**src/rtl/fetch_unit.sv**
```systemverilog
// Instruction-fetch stage: owns the PC, reads a same-cycle instruction memory and
// presents {pc, instr} to decode through a single valid/ready slot.
//
// state   | meaning
// RUN     | fetching one instruction per free slot
// HALTED  | halt held: no new loads, pending slot may still drain
// FAULT   | misaligned redirect seen: fetch frozen until reset
module fetch_unit #(
    parameter logic [31:0] RESET_PC    = 32'h0000_0000,
    parameter int unsigned COUNT_WIDTH = 32
) (
    input  logic                   clk,
    input  logic                   rst_n,
    output logic [31:0]            o_imem_addr,
    input  logic [31:0]            i_imem_data,
    output logic                   o_if_valid,
    input  logic                   i_if_ready,
    output logic [31:0]            o_if_instr,
    output logic [31:0]            o_if_pc,
    input  logic                   i_redirect_valid,
    input  logic [31:0]            i_redirect_pc,
    input  logic                   i_halt,
    output logic                   o_fetch_fault,
    output logic [COUNT_WIDTH-1:0] o_fetch_count
);

    typedef enum logic [1:0] {
        ST_RUN    = 2'd0,
        ST_HALTED = 2'd1,
        ST_FAULT  = 2'd2
    } state_t;

    state_t                 r_state, w_state_nxt;
    logic [31:0]            r_pc, w_pc_nxt;
    logic                   r_valid, w_valid_nxt;
    logic [31:0]            r_instr, w_instr_nxt;
    logic [31:0]            r_ipc, w_ipc_nxt;
    logic                   r_fault, w_fault_nxt;
    logic [COUNT_WIDTH-1:0] r_count, w_count_nxt;
    logic                   w_slot_free;

    assign w_slot_free = !r_valid || i_if_ready;

    always_ff @(posedge clk or negedge rst_n) begin
        if (!rst_n) begin
            r_state <= ST_RUN;
            r_pc    <= RESET_PC;
            r_valid <= 1'b0;
            r_instr <= 32'h0;
            r_ipc   <= 32'h0;
            r_fault <= 1'b0;
            r_count <= '0;
        end else begin
            r_state <= w_state_nxt;
            r_pc    <= w_pc_nxt;
            r_valid <= w_valid_nxt;
            r_instr <= w_instr_nxt;
            r_ipc   <= w_ipc_nxt;
            r_fault <= w_fault_nxt;
            r_count <= w_count_nxt;
        end
    end

    // Priority: fault lock, misaligned redirect, redirect flush, halt, load, hold.
    always_comb begin
        w_state_nxt = r_state;
        w_pc_nxt    = r_pc;
        w_valid_nxt = r_valid;
        w_instr_nxt = r_instr;
        w_ipc_nxt   = r_ipc;
        w_fault_nxt = r_fault;
        w_count_nxt = r_count;
        if (r_state == ST_FAULT) begin
            w_valid_nxt = 1'b0;
        end else if (i_redirect_valid && (i_redirect_pc[1:0] != 2'b00)) begin
            w_fault_nxt = 1'b1;
            w_valid_nxt = 1'b0;
            w_state_nxt = ST_FAULT;
        end else if (i_redirect_valid) begin
            // Flush drops the slot even when decode is accepting it this cycle.
            w_pc_nxt    = i_redirect_pc;
            w_valid_nxt = 1'b0;
            w_state_nxt = i_halt ? ST_HALTED : ST_RUN;
        end else if (i_halt) begin
            w_state_nxt = ST_HALTED;
            if (i_if_ready) w_valid_nxt = 1'b0;
        end else if (w_slot_free) begin
            w_state_nxt = ST_RUN;
            w_instr_nxt = i_imem_data;
            w_ipc_nxt   = r_pc;
            w_valid_nxt = 1'b1;
            w_pc_nxt    = r_pc + 32'd4;
            w_count_nxt = r_count + COUNT_WIDTH'(1);
        end
    end

    assign o_imem_addr   = r_pc;
    assign o_if_valid    = r_valid;
    assign o_if_instr    = r_instr;
    assign o_if_pc       = r_ipc;
    assign o_fetch_fault = r_fault;
    assign o_fetch_count = r_count;

endmodule
```
**config.mk**
```make
export PLATFORM = sky130hd
export DESIGN_NAME = fetch_unit
export DESIGN_NICKNAME = d
export VERILOG_FILES = /design/src/rtl/fetch_unit.sv
export SDC_FILE = /design/constraint.sdc
export NUM_CORES = 1
export LEC_CHECK = 0
export ABC_AREA = 1
export CORE_AREA = 3 3 137 106
export CTS_CLUSTER_DIAMETER = 60
export DETAILED_ROUTE_END_ITERATION = 10
export DIE_AREA = 0 0 140 109
export GPL_TIMING_DRIVEN = 0
export PLACE_DENSITY_LB_ADDON = 0.3
export SLEW_MARGIN = 5
export SYNTH_ARGS = -nofsm -noshare
export SYNTH_HDL_FRONTEND = slang
export SYNTH_SLANG_ARGS = --single-unit
```
**constraint.sdc**
```tcl
create_clock -name clk -period 2.63 [get_ports clk]
set_input_delay 0.263 -clock clk [delete_from_list [all_inputs] [get_ports clk]]
set_output_delay 0.263 -clock clk [all_outputs]
set_load 0.01 [all_outputs]
```
==> results of run 1 <==
## state kept, by name (all words and copies together), names as in the netlist
| register | count |
|---|---|
| o_imem_addr | 32 |
| o_fetch_fault | 1 |
| o_if_valid | 1 |
| r_state | 2 |
| o_fetch_count | 32 |
| o_if_instr | 32 |
| o_if_pc | 32 |
## stage by stage
stage	total power, mW	cell area, um^2	hold WS [ns]	std cells	TNS [ns]
after global placement	7.19	9040	0.461	1292	-518.14
after floorplan	5.06	6840	-0.0326	923	0
after CTS	9.58	9640	0.364	1326	0
final	9.57	9640	0.370	1326	0
after global routing	10.2	9640	0.366	1326	0
after detailed placement	7.29	9070	0.303	1293	0
## final timing paths
check                               start              end  slack, ns  cells past startpoint
min                        i_imem_data[7]    o_if_instr[7]       0.37                      3
max in group asynchronous           rst_n  o_imem_addr[27]       1.49                      3
max reg2reg                o_imem_addr[3]  o_imem_addr[28]       0.84                     10
min reg2reg                    o_if_pc[3]       o_if_pc[3]       0.48                      2
max                        o_imem_addr[4]   o_imem_addr[4]       0.82                      1
min in group asynchronous           rst_n   o_if_instr[19]       0.40                      2
## synth_stat cells (all sizes together)
| cell | n | area share |
|---|---|---|
| a21oi | 9 | 0.0066 |
| a221oi | 1 | 0.0013 |
| a22o | 1 | 0.0013 |
| a22oi | 1 | 0.0011 |
| and2 | 2 | 0.0018 |
| buf | 21 | 0.019 |
| clkbuf | 5 | 0.0044 |
| dfrtp | 132 | 0.48 |
| ha | 2 | 0.0037 |
| inv | 77 | 0.042 |
| nand2 | 391 | 0.22 |
| nand3 | 51 | 0.041 |
| nand3b | 7 | 0.0077 |
| nand4 | 6 | 0.0055 |
| nor2 | 129 | 0.084 |
| nor3 | 4 | 0.0037 |
| nor3b | 1 | 0.0011 |
| o211ai | 4 | 0.0044 |
| o21ai | 55 | 0.041 |
| o22ai | 2 | 0.0018 |
| xnor2 | 8 | 0.010 |
| xor2 | 14 | 0.018 |
## report_power, final
part           total [mW]  internal [mW]  switching [mW]  leakage, nW
registers            3.49           2.77           0.723         1.68
clock network        2.26           1.31           0.954        0.263
logic                3.81           1.90            1.92         2.57
total                9.57           5.97            3.59         4.51
## per-layer routing
layer  wire length (um)  track usage  share of wire  up-vias
met1               9510        0.417           0.45     3197
met5                  0            0              0        -
met4                390       0.0788          0.018        0
met2               9000        0.415           0.42      393
met3               2290       0.0723           0.11       35
li1                   -            -              -     3330
## cell families after synthesis
family	share of synthesized area
AO/OA/AOI/OAI	0.0572
flip-flops	0.483
buffers and inverters	0.0656
XOR/XNOR	0.0282
adder cells (fa/ha/maj)	0.00366
AND/OR/NAND/NOR	0.363
## what timing repair did
action | CTS | global route
gates resized for setup | 0 | 0
setup buffers | 0 | 0
endpoints found under the setup margin | 0 | 0
endpoints found under the hold margin | 65 | 0
hold buffers | 1 | 0
## area by class of cell
| class | count | share of cell area |
|---|---|---|
| clock buffer | 18 | 0.0445 |
| multi-input combinational | 688 | 0.321 |
| timing repair buffer | 200 | 0.210 |
| buffer | 26 | 0.0166 |
| clock inverter | 14 | 0.0136 |
| inverter | 77 | 0.0300 |
| sequential | 132 | 0.343 |
| tap | 171 | 0.0222 |
==> run_results.csv, run 1 <==
group,metric,value,unit
worst_setup_path,crit_type,"flop to output pin",
sta,max_freq,0.553,GHz
sta,tightest_slew,0.635,ns
clock_tree,tritoncts,"built",
floorplanning,ioPinCount,199,
sta,finalCritPeriodShare,0.687,
sta,setup_ws,0.823,ns
yosys,syn_avg_cell_area,7.41,um^2
grt,grt.overflow.total,0,
clock_tree,cts.clk_slew.worst_paths,0.06,ns
cells_and_area,post-route-util,0.738,
floorplanning,die-area,15300,um^2
detailed_routing,vias_per_cell,5.25,
grt,track_usage,0.282,
worst_setup_path,path_cells,"clkdlybuf4s50_1",
clock_tree,h-tree-depth,4,
worst_setup_path,cpMaxStageDelayCell,"clkdlybuf4s50_1",
sta,rsz0062_at_grt,"no",
floorplanning,start_util,0.524,
grt,grt_pass1_wl,33.7,mm
cells_and_area,fin_nets,1213,
grt,antenna_found_initial,0,
pwr,power_density,992,nW/um^2
job,max_cap_viol_count,0,
floorplanning,rows,36,
placed_design,place_ws,0.648,ns
worst_setup_path,cp-start-kind,"flop",
cells_and_area,layout-drive-gt1-share,0.0753,
worst_setup_path,cp.arrival,1.54,ns
floorplanning,die_x,140,um
grt,grt_pass1_vias,6420,
status,status,"finished clean",
clock_tree,clock_path_buffers,2,
floorplanning,core_area,13100,um^2
detailed_routing,firstDrtPassIters,5,
placed_design,place_congestion,0.948,
clock_tree,clock-sinks,132,
detailed_routing,drt_iter0_markers,605,
detailed_routing,wirelength,21.2,mm
worst_setup_path,cp_slowest_stage_delay,0.61,ns
cells_and_area,layout_common_cells,"383 x nand2_1, 197 x clkdlybuf4s50_1, 132 x dfrtp_1",
clock_tree,root_buffer,"clkbuf_16",
sta,finClkSkew,0.00734,ns
sta,slew_headroom,0.577,
yosys,ys_ff_latch,132,
cells_and_area,multi_input_area,3090,um^2
detailed_routing,vias,6955,
worst_setup_path,cp_max_fo,8,
placed_design,io_buffers,198,
pwr,p_leak,4.51,nW
placed_design,hpwl,15.9,mm
floorplanning,die_h,109,um
detailed_routing,drcViolationCount,0,
cells_and_area,regArea,3300,um^2
detailed_routing,wl_per_cell,16.0,um
worst_setup_path,cp.required,2.37,ns
sta,fin_crit,1.81,ns
cells_and_area,layout_commonest_cell,"nand2_1",
worst_setup_path,cp_top_family,"buffers and inverters",
sta,slew_violations,0,
grt,grt_max_degree,68,
worst_setup_path,cp-end-kind,"output pin",
yosys,synth_nets,994,
cells_and_area,diodes,0,
detailed_routing,ant_nets,0,
clock_tree,clk_latency,0.42,ns
sta,hold_viol,0,
yosys,ys_warn_count,0,
cells_and_area,area_growth,40.8,%
worst_hold_path,hp-class,"input port to flop",
yosys,seq_area_frac_synth,0.483,
yosys,synth_cells,923,
sta,setup_viol,0,
worst_setup_path,path_buf_inv,1,
yosys,yosys.cell_types.count,38,
clock_tree,cts_made_buffers,17,
pwr,ir_worst_vdd,0.669,mV
cells_and_area,fillers,1021,
yosys,synth.cell_area,6840,um^2
(Power assumes the default switching activity.)
==> run 2: changes to the inputs <==
--- a/config.mk
+++ b/config.mk
@@ -6,10 +6,10 @@
 export NUM_CORES = 1
 export LEC_CHECK = 0
 export ABC_AREA = 1
-export CORE_AREA = 3 3 137 106
+export CORE_AREA = 3 3 142 110
 export CTS_CLUSTER_DIAMETER = 60
 export DETAILED_ROUTE_END_ITERATION = 10
-export DIE_AREA = 0 0 140 109
+export DIE_AREA = 0 0 145 113
 export GPL_TIMING_DRIVEN = 0
 export PLACE_DENSITY_LB_ADDON = 0.3
 export SLEW_MARGIN = 5
==> constraint.sdc (replaced) <==
create_clock -name clk -period 1.9 [get_ports clk]
set_input_delay 0.19 -clock clk [delete_from_list [all_inputs] [get_ports clk]]
set_output_delay 0.19 -clock clk [all_outputs]
set_load 0.01 [all_outputs]
==> run_results.csv, run 2 (synthesis gave the netlist of run 1 again) <==
group,metric,value,unit
detailed_routing,wl_per_cell,15.5,um
clock_tree,tritoncts,"built",
grt,grt_max_degree,73,
grt,grt.overflow.total,0,
cells_and_area,diodes,0,
worst_setup_path,cp_top_family,"buffers and inverters",
detailed_routing,vias_per_cell,5.04,
clock_tree,clock_path_buffers,2,
worst_setup_path,cp_slowest_stage_delay,0.62,ns
clock_tree,h-tree-depth,4,
grt,track_usage,0.261,
floorplanning,core_area,14300,um^2
status,status,"finished clean",
worst_setup_path,rrSetupSlack,0.20,ns
placed_design,hpwl,15.7,mm
worst_setup_path,cpMaxStageDelayCell,"clkdlybuf4s50_1",
placed_design,place_congestion,0.923,
cells_and_area,area_growth,41.9,%
floorplanning,start_util,0.478,
sta,finalCritPeriodShare,0.913,
sta,setup_viol,0,
sta,max_freq,0.577,GHz
cells_and_area,fin_nets,1213,
sta,slew_headroom,0.601,
cells_and_area,layout-drive-gt1-share,0.0753,
clock_tree,cts_setup_buffers,0,
floorplanning,die_h,113,um
worst_setup_path,crit_type,"flop to output pin",
clock_tree,cts.clk_slew.worst_paths,0.06,ns
clock_tree,clock-sinks,132,
placed_design,io_buffers,198,
worst_setup_path,path_cells,"clkdlybuf4s50_1",
sta,tightest_slew,0.598,ns
clock_tree,clk_latency,0.42,ns
floorplanning,rows,38,
worst_setup_path,cp_max_fo,8,
floorplanning,ioPinCount,199,
sta,finClkSkew,0.0115,ns
sta,fin_crit,1.73,ns
detailed_routing,ant_nets,0,
clock_tree,root_buffer,"clkbuf_16",
sta,rsz0062_at_grt,"no",
pwr,ir_worst_vdd,0.776,mV
detailed_routing,drcViolationCount,0,
worst_setup_path,cp-end-kind,"output pin",
worst_hold_path,hp-class,"input port to flop",
placed_design,dp.cells,1322,
worst_setup_path,cp.arrival,1.54,ns
detailed_routing,vias,6823,
grt,grt_pass1_wl,34.0,mm
grt,antenna_found_initial,0,
sta,hold_ws,0.308,ns
pwr,power_density,1380,nW/um^2
worst_setup_path,path_buf_inv,1,
cells_and_area,instances_no_fill,1355,
floorplanning,die_x,145,um
job,max_cap_viol_count,0,
pwr,p_leak,4.53,nW
sta,slew_violations,0,
clock_tree,cts_made_buffers,17,
worst_setup_path,cp.required,1.71,ns
detailed_routing,firstDrtPassIters,5,
worst_setup_path,cp-start-kind,"flop",
floorplanning,die-area,16400,um^2
cells_and_area,layout_commonest_cell,"nand2_1",
grt,grt_pass1_vias,6466,
detailed_routing,wirelength,21.0,mm
cells_and_area,layout_common_cells,"383 x nand2_1, 197 x clkdlybuf4s50_1, 132 x dfrtp_1",
detailed_routing,drt_iter0_markers,559,
sta,hold_viol,0,
-- run 2: cell count changes in the layout (fill, tap and decap cells not counted) --
cell,before,now
clkbuf_8,1,4
clkinv_4,5,2
bufinv_16,1,2
inv_6,2,1
-- run 2: through the flow --
step / instance area [um^2] / TNS [ns] / total power, mW / setup slack [ns] / util
after floorplan: 6840 / 0 / 7.01 / 0.371 / -
after global placement: 9070 / -615.90 / 9.96 / -4.68 / 0.634
after detailed placement: 9100 / -0.276 / 10.1 / -0.0403 / 0.636
after CTS: 9710 / 0 / 13.4 / 0.159 / 0.679
after global routing: 9710 / 0 / 14.2 / 0.00238 / 0.679
final: 9710 / 0 / 13.4 / 0.166 / 0.679
-- run 2: power by group --
| group | switching [mW] | internal, mW | total [mW] |
|---|---|---|---|
| combinational | 2.64 | 2.62 | 5.27 |
| clock | 1.27 | 2.04 | 3.31 |
| sequential | 0.996 | 3.83 | 4.83 |
-- run 2: final cells by class --
class                      instances  area (um^2)
multi-input combinational        688         3090
tap                              200          250
sequential                       132         3300
clock buffer                      21          470
clock inverter                    11          126
fill                            1197         4600
buffer                            26          160
timing repair buffer             200         2020
inverter                          77          289
-- run 2: per-layer routing --
metal	GRT usage	routed length, um	vias to the layer above
li1	-	-	3322
met1	0.376	9780	3163
met2	0.398	9040	315
met3	0.0669	1870	23
met4	0.0703	270	0
met5	0	0	-
-- run 2: worst register-to-register path: stages (launching register included) --
cell	delay, ns
dfrtp_1	0.44
ha_1	0.20
inv_1	0.07
nor2_2	0.18
inv_1	0.12
nor2_4	0.21
nand3_2	0.13
nor2_2	0.12
xor2_1	0.16
-- run 2: worst paths after layout --
path	endpoint	startpoint	cells past startpoint
max	o_imem_addr[4]	o_imem_addr[4]	1
min	o_if_instr[5]	i_imem_data[5]	3
max reg2reg	o_fetch_count[8]	o_fetch_count[0]	8
min reg2reg	o_if_instr[9]	o_if_instr[9]	2
max in group asynchronous	o_imem_addr[20]	rst_n	3
min in group asynchronous	o_fetch_count[25]	rst_n	2
-- run 2: timing repair --
action | CTS | global route
hold buffers | 1 | 0
resized for setup | 0 | 0
hold endpoints to repair | 60 | 0
